===== src/rtl/imm_ext_pkg.sv =====
// Shared encodings and limits for the pipelined immediate extender.
package imm_ext_pkg;

    typedef enum logic [1:0] {
        MODE_SIGN   = 2'b00,
        MODE_ZERO   = 2'b01,
        MODE_UPPER  = 2'b10,
        MODE_BRANCH = 2'b11
    } imm_mode_e;

    localparam int DEPTH_MAX = 4;
    localparam int CNT_W     = 16;

endpackage


===== src/rtl/imm_ext_stage.sv =====
// One elastic register slice: loads when empty or when its entry is leaving downstream.
// Latency 1 cycle; holds valid/data unchanged while down_ready=0; flush clears valid.
module imm_ext_stage #(
    parameter int W = 32
) (
    input  logic         clk,
    input  logic         rst_n,
    input  logic         flush,
    input  logic         up_valid,
    input  logic [W-1:0] up_data,
    input  logic         down_ready,
    output logic         can_load,
    output logic         valid,
    output logic [W-1:0] data
);

    // An empty slot always loads, so bubbles collapse behind a stalled stage.
    assign can_load = !valid || down_ready;

    always_ff @(posedge clk or negedge rst_n) begin
        if (!rst_n) begin
            valid <= 1'b0;
            data  <= '0;
        end else if (flush) begin
            valid <= 1'b0;
        end else if (can_load) begin
            valid <= up_valid;
            if (up_valid) begin
                data <= up_data;
            end
        end
    end

endmodule


===== src/rtl/imm_extend_pipe.sv =====
// Four-mode immediate extender feeding a DEPTH-stage elastic pipeline; optional neg_cnt via IMM_EXT_STATS_EN.
// Latency DEPTH cycles, 1 result/cycle; out_ready=0 stalls stages back to in_ready, flush drops all entries.
module imm_extend_pipe
    import imm_ext_pkg::*;
#(
    parameter int IN_W     = 16,
    parameter int OUT_W    = 32,
    parameter int DEPTH    = 1,
    parameter int BR_SHAMT = 2
) (
    input  logic             clk,
    input  logic             rst_n,
    input  logic             flush,
    input  logic             in_valid,
    output logic             in_ready,
    input  logic [IN_W-1:0]  in_imm,
    input  logic [1:0]       in_mode,
    output logic             out_valid,
    input  logic             out_ready,
    output logic [OUT_W-1:0] out_data
`ifdef IMM_EXT_STATS_EN
    ,
    output logic [CNT_W-1:0] neg_cnt
`endif
);

    if (DEPTH < 1 || DEPTH > DEPTH_MAX) begin : g_bad_depth
        $error("imm_extend_pipe: DEPTH must be in 1..DEPTH_MAX");
    end
    if (OUT_W < IN_W + BR_SHAMT) begin : g_bad_width
        $error("imm_extend_pipe: OUT_W too narrow for IN_W + BR_SHAMT");
    end

    logic [OUT_W-1:0] ext_data;

    always_comb begin
        ext_data = '0;
        case (imm_mode_e'(in_mode))
            MODE_SIGN:   ext_data = OUT_W'($signed(in_imm));
            MODE_ZERO:   ext_data = OUT_W'(in_imm);
            MODE_UPPER:  ext_data = OUT_W'(in_imm) << (OUT_W - IN_W);
            MODE_BRANCH: ext_data = OUT_W'($signed(in_imm)) << BR_SHAMT;
            default:     ext_data = '0;
        endcase
    end

    logic [DEPTH-1:0] st_valid;
    logic [DEPTH-1:0] st_can_load;
    logic [OUT_W-1:0] st_data [DEPTH];

    for (genvar g = 0; g < DEPTH; g++) begin : g_stage
        logic             up_valid;
        logic [OUT_W-1:0] up_data;
        logic             down_ready;

        if (g == 0) begin : g_head
            assign up_valid = in_valid;
            assign up_data  = ext_data;
        end else begin : g_mid
            assign up_valid = st_valid[g-1];
            assign up_data  = st_data[g-1];
        end

        if (g == DEPTH - 1) begin : g_tail
            assign down_ready = out_ready;
        end else begin : g_link
            assign down_ready = st_can_load[g+1];
        end

        imm_ext_stage #(
            .W (OUT_W)
        ) u_stage (
            .clk        (clk),
            .rst_n      (rst_n),
            .flush      (flush),
            .up_valid   (up_valid),
            .up_data    (up_data),
            .down_ready (down_ready),
            .can_load   (st_can_load[g]),
            .valid      (st_valid[g]),
            .data       (st_data[g])
        );
    end

    assign in_ready  = st_can_load[0] && !flush;
    assign out_valid = st_valid[DEPTH-1];
    assign out_data  = st_data[DEPTH-1];

`ifdef IMM_EXT_STATS_EN
    // Flush cancels the output transfer, so it must not be counted that cycle.
    logic out_fire_neg;
    assign out_fire_neg = out_valid && out_ready && !flush && out_data[OUT_W-1];

    always_ff @(posedge clk or negedge rst_n) begin
        if (!rst_n) begin
            neg_cnt <= '0;
        end else if (out_fire_neg && (neg_cnt != {CNT_W{1'b1}})) begin
            neg_cnt <= neg_cnt + CNT_W'(1);
        end
    end
`endif

endmodule

===== config.mk =====
export PLATFORM = sky130hd
export DESIGN_NAME = imm_extend_pipe
export DESIGN_NICKNAME = d
export VERILOG_FILES = /design/src/rtl/imm_ext_pkg.sv /design/src/rtl/imm_ext_stage.sv /design/src/rtl/imm_extend_pipe.sv
export SDC_FILE = /design/constraint.sdc
export NUM_CORES = 1
export LEC_CHECK = 0
export BUFFER_PORTS_ARGS = -buffer_cell sky130_fd_sc_hd__buf_2
export CAP_MARGIN = 20
export CORE_UTILIZATION = 49
export DETAILED_ROUTE_END_ITERATION = 6
export PLACE_DENSITY = 0.78
export SYNTH_ARGS = -nofsm -noshare
export SYNTH_HDL_FRONTEND = slang
export SYNTH_SLANG_ARGS = --single-unit
export TNS_END_PERCENT = 5

===== constraint.sdc =====
create_clock -name clk -period 1.9 [get_ports clk]
set_clock_uncertainty 0.05 [all_clocks]
set_input_delay 0.38 -clock clk [delete_from_list [all_inputs] [get_ports clk]]
set_output_delay 0.38 -clock clk [all_outputs]
set_load 0.1 [all_outputs]

==> impl_metrics.py <==
metrics = {
    "status": {
        "status": "completed",
    },
    "final_layout": {
        "fillers": 259,
        "n_antenna_cell": 0,
        "layout.nets": 194,
        "fin_cells": 216,
        "area_delta_synth_final_pct": 22.4,
        "drive_gt1_share_pct": 62.2,
    },
    "floorplanning": {
        "chipHeight_um": 60.0,
        "die_w_um": 60.0,
        "ioPinCount": 57,
        "initial_core_util_pct": 52.7,
        "rows": 20,
        "core_um2": 3130,
        "die_area_um2": 3600,
    },
    "logic_synthesis": {
        "synth.distinct_cells": 18,
        "synth_top_cell_area_share_pct": 50.1,
        "yosysWarnings": 0,
        "synthesis.instances": 117,
        "synth_area_um2": 1650,
        "synth_top_cells_by_area": "dfrtp_1 50%, mux2_2 15%, a22o_1 13%",
        "synth_nets": 140,
        "synth_seq_cells": 33,
        "ys_seq_area_share_pct": 50.1,
        "synth_top_cell_by_area": "dfrtp_1",
        "syn_area_per_cell_um2": 14.1,
    },
    "timing": {
        "setup-violations-final": 0,
        "finalCritPeriodShare_pct": 92.3,
        "rsz0062_at_grt": "no",
        "fmax_mhz": 570,
        "fin_crit_ns": 1.75,
        "hold_violations": 0,
        "whs_ns": 0.0464,
        "relSlewSlack_pct": 30.3,
        "drv_slew": 0,
        "tightest_slew_ns": 1.04,
        "fin_tns_setup_ns": 0,
    },
    "drt": {
        "viasPerCell": 5.50,
        "routed-wl-met2_um": 1720,
        "dr.pass1.iters": 4,
        "antenna_left": 0,
        "met3_length_um": 148,
        "drt-total-wl_um": 3480,
        "wl_per_cell_um": 16.1,
        "top_layer": "met4",
        "drt-met1-wl_um": 1560,
        "drc_errors": 0,
        "drt_iter0_drc": 36,
        "via_count": 1188,
    },
    "critical_path": {
        "critPathSlowestCell": "dfrtp_2",
        "worstPathCellList": "nor2b_2 -> nor2_4 -> clkbuf_4",
        "critPathMaxStageDelay_ns": 0.41,
        "cp_data_arrival_time_ns": 1.32,
        "critPathLaunchType": "flop",
        "crit_type": "reg2out",
        "worstPathRequired_ns": 1.47,
        "critPathMaxFanout": 3,
        "crit_path_end_kind": "output port",
    },
    "worst_hold_path": {
        "hold_class": "in2async",
    },
    "power_and_ir_drop": {
        "swShare_pct": 52.5,
        "peakVddDrop_v": 0.000853,
        "p_clk_share_pct": 16.0,
        "power.leakage_nw": 1.03,
        "p_switching_w": 0.00147,
        "combPwrFrac_pct": 51.9,
        "p_int_w": 0.00133,
        "p_per_area_nw_per_um2": 1390,
        "seq_power_share_pct": 32.2,
    },
    "grt": {
        "grt_pass1_wl_um": 5530,
        "grt_usage_pct": 21.6,
        "antenna_found_initial": 0,
        "first_global_vias": 1132,
        "grt_max_degree": 34,
        "gr-total-overflow": 0,
    },
    "clocking": {
        "clk_pin_slew_worst_paths_ns": 0.10,
        "cts_root_buf": "clkbuf_4",
        "numCtsBuffers": 5,
        "cts_tree": "built",
        "clock_sinks": 33,
        "htree_levels": 2,
        "clk_latency_ns": 0.33,
        "clockBufferDepth": 2,
    },
    "placed_design": {
        "numPortBuffers": 56,
        "place.gp.congestion": 0.747,
        "hpwl_um": 2460,
        "place_inst": 208,
    },
    "flow_run": {
        "cap_violations": 0,
    },
}
through the flow:
stage          area (um2)  total power [W]  utilization, %  setup WS [ns]
3_5_place_dp         1940          0.00237            62.1         0.0448
5_1_grt              2020          0.00290            64.5         0.0954
3_3_place_gp         1940          0.00235            62.1          0.114
6_report             2020          0.00280            64.5          0.147
4_1_cts              2010          0.00282            64.4         0.0189
2_1_floorplan        1660          0.00213               -        0.00192
synth_stat cells:
cell type / n
buf_6: 3
o2bb2ai_1: 1
and2b_2: 2
nor3b_2: 1
a21boi_0: 1
mux2_4: 10
mux2i_1: 1
buf_2: 4
a22o_1: 24
dfrtp_1: 33
and2_1: 1
inv_1: 1
mux2_2: 22
nor2_1: 3
xnor2_1: 1
a22o_2: 4
nor2b_1: 2
buf_4: 3
cell families after synthesis:
family / Yosys count / synth area share, %
multiplexers: 33 / 24.7
flip-flops: 33 / 50.1
AO/OA/AOI/OAI: 30 / 16.2
buffers and inverters: 11 / 4.86
AND/OR/NAND/NOR: 9 / 3.64
XOR/XNOR: 1 / 0.531
power by group through the flow:
| stage | clock (W) | sequential [W] | combinational [W] |
|---|---|---|---|
| floorplan | 0 | 0.00186 | 0.000270 |
| global placement | 0 | 0.000907 | 0.00144 |
| detailed placement | 0 | 0.000914 | 0.00146 |
| CTS | 0.000458 | 0.000902 | 0.00146 |
| global route | 0.000485 | 0.000920 | 0.00150 |
| finish | 0.000447 | 0.000900 | 0.00145 |
timing repair:
item,4_1_cts,5_1_grt
hold buffers,0,0
resized for setup,0,2
buffers inserted,0,0
setup endpoints to repair,0,1
hold endpoints to repair,0,0
flip-flops by register name, indices dropped and copies added, names as in the netlist:
name                   count
g_stage.u_stage.data      32
g_stage.u_stage.valid      1
final cells by class:
| class | count | area (um2) | area share [%] |
|---|---|---|---|
| Timing Repair Buffer | 57 | 303 | 15.0 |
| Clock buffer | 7 | 65.1 | 3.22 |
| Tap cell | 44 | 55.1 | 2.73 |
| Clock inverter | 1 | 5.00 | 0.248 |
| Multi-Input combinational cell | 73 | 759 | 37.6 |
| Sequential cell | 33 | 827 | 41.0 |
| Inverter | 1 | 3.75 | 0.186 |
metal layers:
layer	track usage (%)	vias up
met3	6.71	5
met1	27.8	604
met4	7.31	0
met2	34.6	33
met5	0	-
li1	-	546
critical path: cells and delay by family, from the launching register on:
kind          cells  cell delay [ns]
simple gates      2             0.26
buf+inv           1             0.32
flops             1             0.41
final timing paths:
kind,start,end,slack (ns),cells after the start
worst min-delay path,rst_n,g_stage[0].u_stage.data[25],0.05,1
worst max register to register,g_stage[0].u_stage.valid,g_stage[0].u_stage.data[0],0.31,4
worst min register to register,g_stage[0].u_stage.data[13],g_stage[0].u_stage.data[13],0.46,1
min in group clk,flush,g_stage[0].u_stage.valid,0.23,2
worst max-delay path,g_stage[0].u_stage.valid,in_ready,0.15,3
max in group asynchronous,rst_n,g_stage[0].u_stage.valid,1.25,1
cell usage in the layout (no fill, tap or decap):
cell type  netlist  routed
a21boi_0         1       1
a22o_1          24      24
a22o_2           4       4
and2_1           1       1
and2b_2          2       2
buf_12           0       1
buf_2            4      55
clkbuf_4         0       6
clkbuf_8         0       2
clkinv_2         0       1
dfrtp_1         33      32
dfrtp_2          0       1
inv_1            1       1
mux2_2          22      22
mux2_4          10      10
mux2i_1          1       1
nor2_1           3       2
nor2_4           0       1
nor2b_1          2       1
nor2b_2          0       1
nor3b_4          0       1
o2bb2ai_1        1       1
xnor2_1          1       1
Note: power is estimated with default switching activity, not from simulation.
